[src/rtl/frequency_generator_pkg.sv]
// Shared definitions for the frequency generator.
// Holds the FSM state encoding, the default parameter values and the
// divider step-count helper used to size the serial divide.
package frequency_generator_pkg;

   localparam int CLOCK_HZ_DEF   = 1_000_000;
   localparam int INPUT_BITS_DEF = 20;
   localparam int ACC_BITS_DEF   = 32;

   typedef enum logic [1:0] {
      IDLE   = 2'd0,
      DIVIDE = 2'd1,
      UPDATE = 2'd2
   } fg_state_t;

   // One quotient bit per clock over the whole (Hz << ACC_BITS) dividend.
   function automatic int div_steps(input int input_bits, input int acc_bits);
      return input_bits + acc_bits;
   endfunction

endpackage

[src/rtl/frequency_generator_divider.sv]
// serial_divider: generic restoring shift-subtract divider.
// Ports:
//   Clock       system clock, posedge
//   Reset       asynchronous active-low reset
//   Start_i     one-cycle strobe: capture Dividend_i/Divisor_i and begin
//   Dividend_i  unsigned dividend
//   Divisor_i   unsigned divisor (must be non-zero)
//   Quotient_o  low QUOTIENT_BITS of the quotient, valid while Done_o=1 and
//               held until the next Start_i
//   Done_o      one-cycle pulse, quotient valid
// The first quotient bit is produced on the Start_i clock itself, so a
// DIVIDEND_BITS-bit divide completes DIVIDEND_BITS clocks after Start_i and
// Done_o is high on the cycle after the final step.
module serial_divider #(
   parameter int DIVIDEND_BITS = 52,
   parameter int DIVISOR_BITS  = 20,
   parameter int QUOTIENT_BITS = 32
) (
   input  logic                     Clock,
   input  logic                     Reset,
   input  logic                     Start_i,
   input  logic [DIVIDEND_BITS-1:0] Dividend_i,
   input  logic [DIVISOR_BITS-1:0]  Divisor_i,
   output logic [QUOTIENT_BITS-1:0] Quotient_o,
   output logic                     Done_o
);

   localparam int CW = $clog2(DIVIDEND_BITS + 1);

   // shift_q starts as the dividend; quotient bits shift in from the right
   // as dividend bits shift out the top, so it ends up holding the quotient.
   logic [DIVIDEND_BITS-1:0] shift_q, shift_in, shift_next;
   logic [DIVISOR_BITS-1:0]  rem_q, rem_in, rem_next;
   logic [DIVISOR_BITS-1:0]  divisor_q, divisor_in;
   logic [DIVISOR_BITS:0]    trial;
   logic                     q_bit;
   logic [CW-1:0]            steps_left;
   logic                     done_q;

   always_comb begin
      rem_in     = Start_i ? '0 : rem_q;
      shift_in   = Start_i ? Dividend_i : shift_q;
      divisor_in = Start_i ? Divisor_i : divisor_q;
      trial      = {rem_in, shift_in[DIVIDEND_BITS-1]};
      q_bit      = 1'b0;
      rem_next   = trial[DIVISOR_BITS-1:0];
      if (trial >= {1'b0, divisor_in}) begin
         q_bit    = 1'b1;
         // True difference is below the divisor, so the low bits are exact.
         rem_next = trial[DIVISOR_BITS-1:0] - divisor_in;
      end
      shift_next = {shift_in[DIVIDEND_BITS-2:0], q_bit};
   end

   always_ff @(posedge Clock or negedge Reset) begin
      if (!Reset) begin
         shift_q    <= '0;
         rem_q      <= '0;
         divisor_q  <= '0;
         steps_left <= '0;
         done_q     <= 1'b0;
      end else begin
         done_q <= 1'b0;
         if (Start_i) begin
            shift_q    <= shift_next;
            rem_q      <= rem_next;
            divisor_q  <= Divisor_i;
            steps_left <= CW'(DIVIDEND_BITS - 1);
         end else if (steps_left != '0) begin
            shift_q    <= shift_next;
            rem_q      <= rem_next;
            steps_left <= steps_left - 1'b1;
            if (steps_left == CW'(1)) begin
               done_q <= 1'b1;
            end
         end
      end
   end

   assign Quotient_o = shift_q[QUOTIENT_BITS-1:0];
   assign Done_o     = done_q;

endmodule

[src/rtl/frequency_generator.sv]
// frequency_generator: programmable square-wave source (NCO).
// Ports:
//   Clock          system clock, posedge
//   Reset          asynchronous active-low reset
//   Enable_i       1 = run accumulator; 0 = accumulator/outputs held at 0
//   Load_i         one-cycle strobe: capture FrequencyHz_i, start divide
//   FrequencyHz_i  requested frequency in Hz (clamped to CLOCK_HZ/2)
//   Busy_o         high while the increment is being computed
//   Signal_o       square wave = registered accumulator MSB
//   Tick_o         one-cycle pulse on each rising edge of Signal_o
//
// state  | meaning
// -------+---------------------------------------------------------------
// IDLE   | waiting for Load_i; current increment drives the NCO
// DIVIDE | serial divider computing floor(Hz * 2^ACC_BITS / CLOCK_HZ)
// UPDATE | quotient copied into the increment register on this clock
module frequency_generator
   import frequency_generator_pkg::*;
#(
   parameter int CLOCK_HZ   = CLOCK_HZ_DEF,
   parameter int INPUT_BITS = INPUT_BITS_DEF,
   parameter int ACC_BITS   = ACC_BITS_DEF
) (
   input  logic                  Clock,
   input  logic                  Reset,
   input  logic                  Enable_i,
   input  logic                  Load_i,
   input  logic [INPUT_BITS-1:0] FrequencyHz_i,
   output logic                  Busy_o,
   output logic                  Signal_o,
   output logic                  Tick_o
);

   localparam int DIV_STEPS    = div_steps(INPUT_BITS, ACC_BITS);
   localparam int DIVISOR_BITS = $clog2(CLOCK_HZ + 1);
   localparam int HALF_HZ      = CLOCK_HZ / 2;
   localparam logic [INPUT_BITS-1:0]   HALF_HZ_V  = INPUT_BITS'(HALF_HZ);
   localparam logic [DIVISOR_BITS-1:0] CLOCK_HZ_V = DIVISOR_BITS'(CLOCK_HZ);

   fg_state_t state, state_next;

   logic                  div_start;
   logic                  div_done;
   logic [ACC_BITS-1:0]   quotient;
   logic [INPUT_BITS-1:0] hz_clamped;
   logic [DIV_STEPS-1:0]  dividend;

   logic [ACC_BITS-1:0]   increment;
   logic [ACC_BITS-1:0]   accumulator;
   logic [ACC_BITS-1:0]   acc_next;
   logic                  signal_q;
   logic                  tick_q;

   // Capping at CLOCK_HZ/2 keeps the quotient within ACC_BITS.
   assign hz_clamped = (FrequencyHz_i > HALF_HZ_V) ? HALF_HZ_V : FrequencyHz_i;
   assign dividend   = {hz_clamped, {ACC_BITS{1'b0}}};

   serial_divider #(
      .DIVIDEND_BITS (DIV_STEPS),
      .DIVISOR_BITS  (DIVISOR_BITS),
      .QUOTIENT_BITS (ACC_BITS)
   ) u_divider (
      .Clock      (Clock),
      .Reset      (Reset),
      .Start_i    (div_start),
      .Dividend_i (dividend),
      .Divisor_i  (CLOCK_HZ_V),
      .Quotient_o (quotient),
      .Done_o     (div_done)
   );

   always_ff @(posedge Clock or negedge Reset) begin
      if (!Reset) begin
         state <= IDLE;
      end else begin
         state <= state_next;
      end
   end

   always_comb begin
      state_next = state;
      div_start  = 1'b0;
      case (state)
         IDLE: begin
            if (Load_i) begin
               div_start  = 1'b1;
               state_next = DIVIDE;
            end
         end
         DIVIDE: begin
            if (div_done) begin
               state_next = UPDATE;
            end
         end
         UPDATE: begin
            state_next = IDLE;
         end
         default: begin
            state_next = IDLE;
         end
      endcase
   end

   assign Busy_o = (state != IDLE);

   // Accumulator is left untouched at the update so the phase carries over.
   always_ff @(posedge Clock or negedge Reset) begin
      if (!Reset) begin
         increment <= '0;
      end else if (state == UPDATE) begin
         increment <= quotient;
      end
   end

   assign acc_next = accumulator + increment;

   always_ff @(posedge Clock or negedge Reset) begin
      if (!Reset) begin
         accumulator <= '0;
         signal_q    <= 1'b0;
         tick_q      <= 1'b0;
      end else if (Enable_i) begin
         accumulator <= acc_next;
         signal_q    <= acc_next[ACC_BITS-1];
         tick_q      <= acc_next[ACC_BITS-1] & ~signal_q;
      end else begin
         accumulator <= '0;
         signal_q    <= 1'b0;
         tick_q      <= 1'b0;
      end
   end

   assign Signal_o = signal_q;
   assign Tick_o   = tick_q;

endmodule
[config.mk]
export PLATFORM = sky130hd
export DESIGN_NAME = frequency_generator
export DESIGN_NICKNAME = d
export VERILOG_FILES = /design/src/rtl/frequency_generator_pkg.sv /design/src/rtl/frequency_generator_divider.sv /design/src/rtl/frequency_generator.sv
export SDC_FILE = /design/constraint.sdc
export NUM_CORES = 1
export LEC_CHECK = 0
export ABC_CLOCK_PERIOD_IN_PS = 7300
export CAP_MARGIN = 30
export CORE_MARGIN = 3
export CORE_UTILIZATION = 50
export DETAILED_ROUTE_END_ITERATION = 12
export PLACE_DENSITY = 0.79
export SLEW_MARGIN = 20
export SYNTH_ARGS = -nofsm -noshare
export SYNTH_HDL_FRONTEND = slang
export SYNTH_SLANG_ARGS = --single-unit
[constraint.sdc]
create_clock -name Clock -period 7.3 [get_ports Clock]
set_input_delay 1.095 -clock Clock [delete_from_list [all_inputs] [get_ports Clock]]
set_output_delay 1.095 -clock Clock [all_outputs]
set_load 0.005 [all_outputs]
[After elaboration in Yosys (flattened, before gate mapping)]
Index checks and enable logic that the tools add are counted.
Storage, ports and cells
  register bits: 167
  latch bits: 0
  RAM bits: 0
  memory bits (read-only): 0
  input port bits: 24
  output and inout port bits: 3
  word-level logic and storage cells: 50
  memories: 0
Operators by class
  add/sub/neg operators: 3
  multipliers: 0
  div/mod/pow operators: 0
  magnitude comparators: 2
  equality and inequality tests: 5
  shifts and indexed selects: 0
  multiplexer cells: 23
  bitwise logic cells: 2
  reduce and logical (&&, ||, !) cells: 5
Operators with widths (count)
  52-bit 2-to-1 mux: 3
  20-bit 2-to-1 mux: 6
  32-bit adder: 1
  32-bit 2-to-1 mux: 1
  21-bit by 20-bit >= comparator with 1-bit output: 1
  20-bit by 19-bit greater-than comparator with 1-bit output (second input constant): 1
  20-bit subtractor: 1
  6-bit 2-to-1 mux: 2
  1-bit 2-to-1 mux: 8
  6-bit by 1-bit equality test with 1-bit output (second input constant): 1
  6-bit nonzero test: 1
  6-bit by 1-bit subtractor with 6-bit output (second input constant): 1
  2-bit 2-to-1 mux: 2
  2-bit case mux with 2 select lines: 1
  2-bit nonzero test: 2
  2-bit by 1-bit equality test with 1-bit output (second input constant): 1
  2-bit equality test (second input constant): 1
  2-bit zero test: 1
  2-bit by 1-bit != test with 1-bit output (second input constant): 1
  2-bit != test (second input constant): 1
  2-bit AND reduction: 1
  1-bit AND: 1
  1-bit NOT: 1

[Logic depth before layout (Yosys ltp)]
Gate-level depths: netlist of run 1.
  word-level depth: 7
  depth in mapped cells: 16
  mapped depth without buffers: 13

[Hierarchy]
Synthesis of run 1 repeated with hierarchy kept, for this count alone.
Unflattened totals
  cell total of the unflattened synthesis: 1016
  area total of the unflattened synthesis: 9974.6 um^2
By module, submodules not included
  serial_divider: times used 1, cells an instance 596, area each 5745.5 um^2, sequential area each 2477.4 um^2
  frequency_generator: times used 1, cells an instance 420, area each 4229.1 um^2, sequential area each 1676.6 um^2

[Least setup slack after synthesis of run 1]
OpenSTA, ideal clock, no wires.
  kind: in2reg
  from: input Load_i
  to: register u_divider.rem_q[18]
  setup time: 0.141 ns
  arrival time: 3.965 ns
  data required time: 7.159 ns
  setup slack: 3.194 ns
  stages on the path: 14
  path buffers: 3
  cell sequence: nand2_1 clkbuf_1 clkbuf_1 clkbuf_1 nand2_1 ha_1 a21o_1 a21o_1 a2111oi_0 o221ai_1 a31o_2 a21oi_1 xor2_1 o22ai_1
Between the ends
  word-level cells in the longest chain between the ends: 7
  elaborated cells on any way between the ends: 11
  those cells by class: 1 x add/sub; 1 x order compare; 8 x mux; 1 x reduce/logical
Ends and longest elaborated chain
  start, declared: RTL line frequency_generator.sv:27  | input logic Load_i,
  1-bit 2-to-1 mux *: RTL line frequency_generator.sv:85  | if (Load_i) begin
  1-bit 2-to-1 mux *: RTL line frequency_generator.sv:83  | case (state)
  52-bit 2-to-1 mux, or another cell as far along: RTL line frequency_generator_divider.sv:42  | shift_in = Start_i ? Dividend_i : shift_q;
  20-bit subtractor or 21-bit by 20-bit >= comparator with 1-bit output (tied branches): RTL line frequency_generator_divider.sv:50, frequency_generator_divider.sv:47
  20-bit 2-to-1 mux: RTL line frequency_generator_divider.sv:47  | if (trial >= {1'b0, divisor_in}) begin
  20-bit 2-to-1 mux: RTL line frequency_generator_divider.sv:69  | end else if (steps_left != '0) begin
  20-bit 2-to-1 mux: RTL line frequency_generator_divider.sv:64  | if (Start_i) begin
  end signal, assigned: RTL line frequency_generator_divider.sv:66  | rem_q <= rem_next;
  end signal, assigned: RTL line frequency_generator_divider.sv:71  | rem_q <= rem_next;
  end, declared: RTL line frequency_generator_divider.sv:33  | logic [DIVISOR_BITS-1:0] rem_q, rem_in, rem_next;
Mark *: on every way between the ends. The rest lies on a longest branch, timed or not. The select of a mux whose other input is x is not followed.
A chain may end at the register's enable or synchronous reset.

[Worst setup path after layout of run 1]
  from: input Load_i
  to: register u_divider.rem_q[16]
Same word-level chain as after synthesis.

==> out/qor.yml, run 1 <==
worst_r2r_startpoint: "state[1]$_DFFE_PN0P_"
antenna_left: 0
synth_most_common_cell: "dfrtp_1"
initial_core_util_pct: 51.81
slew_violations: 0
track_usage_pct: 20.11
worstSetupStartpoint: "Load_i"
ios: 27
fin_worst_skew_ns: 0.01073
worstSetupPathType: "in2reg"
postCtsHoldBufs: 0
vias: 6898
clk_latency_ns: 0.43
gp_congestion: 0.9076
root_buffer: "clkbuf_16"
worst-path-max-fanout: 31
grt_pass1_wl_um: 32790
die-area_sq_um: 19890
path_cells: "clkdlybuf4s50_1 -> nand2_1 -> buf_4 -> nand2_1 -> inv_1 -> ha_1 -> nor2b_1 -> o31a_1 -> o31a_1 -> o211ai_1 -> nand3_1 -> a21oi_2 -> a22oi_1 -> o22ai_1"
layout.nets: 1036
end_kind: "flop"
yosysWarningCount: 0
yosysTopAreaCell: "dfrtp_1"
synth_area_sq_um: 9117
port_buffers: 26
synthCells: 945
synth_top_area_share_pct: 45.56
grt_max_degree: 91
synth.area.top_cells: "dfrtp_1, ha_1, nand2_1"
first_pass_iters: 5
cp.required_ns: 7.63
seq_area_frac_synth_pct: 45.56
post_cts_resized: 0
hold_class: "reg2reg"
p_leak_uw: 0.005050
cts_buffers: 17
syn2layout_area_growth_pct: 11.50
cts_tree: "yes"
cp.arrival_ns: 5.17
fin_crit_sh_pct: 66.25
post_cts_buffers: 0
route.detailed.drc: 0
hold_viol: 0
die_x_um: 141.0
core.rowCount: 48
htree_levels: 4
ys_seq_elements: 166
drive_gt1_share_pct: 8.884
hpwl_um: 12540
pre_cts_slack_ns: 2.085
critPathSlowestCell: "a21oi_2"
finalSetupTns_ns: 0
design.core.area_sq_um: 17600
rsz0062_at_grt: "false"
antenna_found_initial: 0
relSlewSlack_pct: 44.97
overflow: 0
path_clk_slew_ns: 0.07
finalSetupViolCount: 0
syn-num-nets: 1025
synth_cell_types: 59
clkSinkCount: 166
wire_per_inst_um: 15.99
synth_ff_type: "dfrtp_1"
max_freq_mhz: 206.8
tightestPinTransition_ns: 0.8255
power_density_nw_per_um2: 372.7
yosys-top-cells-count: "dfrtp_1, nand2_1, a21oi_1"
drt-total-wl_um: 19070
min_period_ns: 4.836
diodes: 0
hp-start: "u_divider.divisor_q[17]$_DFF_PN0_"
die_h_um: 141.0
synth-edff-count: 0
max_stage_delay_ns: 0.63
grt_pass1_vias: 6817
worst_slack_ns: 2.464
syn_avg_cell_area_sq_um: 9.648
drv_cap: 0
fillCellCount: 1453
vdd_ir_drop_max_uv: 230.0
drtIter0Drc: 462
async_reset_ff_share_pct: 100.0
crit_path_start_kind: "primary input"
cts.path.max_buffers: 2
outcome: "finished clean"
drt-vias-per-instance: 5.782
stage by stage:
stage / total power [uW] / utilization, % / instances / hold WS, ns / area [sq um]
finish: 3789 / 57.77 / 1193 / 0.4673 / 10170
global route: 4063 / 57.77 / 1193 / 0.4796 / 10170
CTS: 3786 / 57.62 / 1192 / 0.4691 / 10140
detailed placement: 2894 / 54.41 / 1161 / 0.4499 / 9574
global placement: 2829 / 54.24 / 1159 / 0.4456 / 9544
floorplan: 2535 / - / 945 / 0.4310 / 9117
final cells by class:
class                           count  area [sq um]  share of cell area (%)
Timing Repair Buffer               35         360.3                   3.545
Inverter                           33         123.9                   1.218
Multi-Input combinational cell    703          4682                   46.06
Clock inverter                     13         125.1                   1.231
Clock buffer                       18         439.2                   4.320
Sequential cell                   166          4154                   40.86
Tap cell                          225         281.5                   2.769
flip-flops by register name (all words and copies together), names as in the netlist:
signal                cells
u_divider.rem_q          20
increment                32
accumulator              32
u_divider.steps_left      6
u_divider.divisor_q      20
Tick_o                    1
state                     2
u_divider.shift_q        52
u_divider.Done_o          1
worst max-delay path: cells and delay by family:
family | cells | cell delay [ns]
AOI/OAI and AO/OA | 6 | 1.78
adders and majority gates | 1 | 0.23
buffers and inverters | 3 | 0.96
and+or+nand+nor | 4 | 1.10
final timing paths:
| path | to | slack (ns) | depth (start not counted) |
|---|---|---|---|
| worst min register to register | u_divider.divisor_q[17]$_DFF_PN0_ | 0.47 | 1 |
| worst max-delay path | u_divider.rem_q[16]$_DFFE_PN0P_ | 2.46 | 14 |
| min in group asynchronous | accumulator[10]$_DFF_PN0_ | 0.74 | 1 |
| worst max register to register | u_divider.rem_q[16]$_DFFE_PN0P_ | 3.03 | 14 |
| max in group asynchronous | u_divider.shift_q[17]$_DFFE_PN0P_ | 5.44 | 3 |
| worst min-delay path | u_divider.divisor_q[17]$_DFF_PN0_ | 0.47 | 1 |
report_power, final:
part,switching [uW],internal (uW)
Sequential,175,1200
Combinational,874,674
Clock,387,479
Total,1440,2350
placed cells by master, fill, tap and decap left out, types with 12 or more instances in the layout:
cell / instances
clkbuf_16: 17
inv_1: 33
a21o_1: 23
and2_1: 46
xnor2_1: 25
ha_1: 54
mux2i_1: 17
o21ai_0: 35
nand2b_1: 16
o21a_1: 12
mux2_2: 34
nor2_1: 50
a31oi_1: 14
nand3_1: 12
clkdlybuf4s50_1: 25
nand2_1: 140
a22oi_1: 12
xor2_1: 19
a21oi_1: 83
dfrtp_1: 166
cells by family after synthesis:
kind of cell	count (synthesis)	synth area share, %
buf+inv	76	3.156
simple gates	318	16.65
fa+ha+maj	56	7.850
compound gates	234	16.50
flops	166	45.56
xor+xnor	44	4.227
mux	51	6.066
layer usage:
metal	GRT usage, %	up-vias	part of all wire, %
met5	0	-	0
met4	5.915	0	1.7
met3	4.138	38	4.6
met2	32.91	186	48
met1	27.22	3335	46
li1	-	3339	-
No activity file was read; power rests on OpenSTA's default activity.
==> run 2, diff against run 1 <==
--- a/config.mk
+++ b/config.mk
@@ -5,12 +5,12 @@
 export SDC_FILE = /design/constraint.sdc
 export NUM_CORES = 1
 export LEC_CHECK = 0
-export ABC_CLOCK_PERIOD_IN_PS = 7300
+export ABC_CLOCK_PERIOD_IN_PS = 4300
 export CAP_MARGIN = 30
 export CORE_MARGIN = 3
 export CORE_UTILIZATION = 50
 export DETAILED_ROUTE_END_ITERATION = 12
-export PLACE_DENSITY = 0.79
+export PLACE_DENSITY = 0.81
 export SLEW_MARGIN = 20
 export SYNTH_ARGS = -nofsm -noshare
 export SYNTH_HDL_FRONTEND = slang
==> constraint.sdc (replaced) <==
create_clock -name Clock -period 4.3 [get_ports Clock]
set_input_delay 0.645 -clock Clock [delete_from_list [all_inputs] [get_ports Clock]]
set_output_delay 0.645 -clock Clock [all_outputs]
set_load 0.005 [all_outputs]
==> out/qor.yml, run 2 (synthesis gave the netlist of run 1 again) <==
worst-path-max-fanout: 26
drt-total-wl_um: 19160
relSlewSlack_pct: 55.41
ios: 27
routed.top_layer: "met4"
antenna_left: 0
vdd_ir_drop_max_uv: 381.0
r2r_slack_ns: 0.61
p_leak_uw: 0.005142
cts.path.max_buffers: 2
worstSetupPathType: "in2reg"
largest_register_ffs: 52
end_kind: "flop"
fin_crit_sh_pct: 87.86
port_buffers: 26
vias: 6902
fillCellCount: 1447
crit_path_start_kind: "primary input"
design.core.area_sq_um: 17600
max_freq_mhz: 264.7
finalSetupViolCount: 0
postCtsHoldBufs: 0
syn2layout_area_growth_pct: 13.13
min_period_ns: 3.778
antenna_found_initial: 0
core.rowCount: 48
post_cts_resized: 0
drv_cap: 0
hold_viol: 0
first_pass_iters: 5
drt-vias-per-instance: 5.752
overflow: 0
track_usage_pct: 19.98
die_x_um: 141.0
path_clk_slew_ns: 0.06
drive_gt1_share_pct: 9.333
route.detailed.drc: 0
slew_violations: 0
dr_wl_met2_um: 9115
r2r_cells: 14
top_register: "u_divider.shift_q"
cts_tree: "yes"
stdcell_area_sq_um: 10310
diodes: 0
mostFrequentLayoutCell: "dfrtp_1"
finalPower_uw: 6678
worst_r2r_startpoint: "state[1]$_DFFE_PN0P_"
finalSetupTns_ns: 0
fin_worst_skew_ns: 0.007430
grt_pass1_vias: 6787
multi_input_area_sq_um: 4678
cp.arrival_ns: 4.12
cp.required_ns: 4.64
layout.nets: 1042
tightestPinTransition_ns: 0.6585
hpwl_um: 12860
drtIter0Drc: 415
die-area_sq_um: 19890
reg_top3: "u_divider.shift_q (52), accumulator (32), increment (32)"
cts_buffers: 17
rsz0062_at_grt: "false"
htree_levels: 4
clkSinkCount: 166
wire_per_inst_um: 15.96
gp_congestion: 0.9255
clk_latency_ns: 0.43
grt_max_degree: 103
worstReg2RegEnd: "u_divider.rem_q[2]$_DFFE_PN0P_"
die_h_um: 141.0
place_area_sq_um: 9649
outcome: "finished clean"
finalHoldWorstSlack_ns: 0.05743
root_buffer: "clkbuf_16"
initial_core_util_pct: 51.81
regArea_sq_um: 4154
met1Wirelength_um: 9031
grt_pass1_wl_um: 32930
post_cts_buffers: 0
met3_length_um: 710
hold_class: "in2async"
layout_common_cells: "dfrtp_1, nand2_1, a21oi_1"
power_density_nw_per_um2: 647.4
-- run 2: per-layer routing --
metal	vias up	GRT usage, %
li1	3352	-
met2	141	32.33
met4	0	6.272
met3	25	3.121
met1	3384	27.82
met5	-	0
-- run 2: worst max-delay path, stage by stage --
cell and delay, ns:
clkdlybuf4s50_1 0.49, nand2_1 0.16, buf_12 0.21, and2_1 0.17, ha_1 0.34, a21oi_1 0.16, o21ai_0 0.11, or3_1 0.35
o211ai_1 0.22, nand3_1 0.17, a21oi_1 0.54, buf_4 0.28, a22oi_1 0.08, o22ai_1 0.19
-- run 2: worst max-delay path by stage --
stage	end	from	slack, ns
finish	u_divider.rem_q[2]$_DFFE_PN0P_	Load_i	0.52
global route	u_divider.rem_q[2]$_DFFE_PN0P_	Load_i	0.26
CTS	u_divider.rem_q[2]$_DFFE_PN0P_	Load_i	0.60
detailed placement	u_divider.rem_q[2]$_DFFE_PN0P_	Load_i	0.19
global placement	u_divider.rem_q[12]$_DFFE_PN0P_	Load_i	0.25
floorplan	u_divider.rem_q[18]$_DFFE_PN0P_	Load_i	0.64
-- run 2: power by group --
group	switching [uW]	total, uW	internal (uW)
registers	300	2340	2030
logic	1460	2690	1220
clock network	667	1660	990
total	2430	6680	4250
-- run 2: final cells by class --
type,count,area share (%)
Clock buffer,18,4.161
Clock inverter,14,2.026
Inverter,33,1.201
Multi-Input combinational cell,703,45.35
Sequential cell,166,40.27
Tap cell,225,2.729
Timing Repair Buffer,41,4.258
-- run 2: stage by stage --
| step | setup slack (ns) | cells | utilization (%) |
|---|---|---|---|
| after floorplan | 0.6442 | 945 | - |
| after global placement | 0.2527 | 1166 | 54.75 |
| after global routing | 0.2629 | 1200 | 58.62 |
| after detailed placement | 0.1919 | 1167 | 54.84 |
| final | 0.5222 | 1200 | 58.62 |
| after CTS | 0.6040 | 1199 | 58.46 |
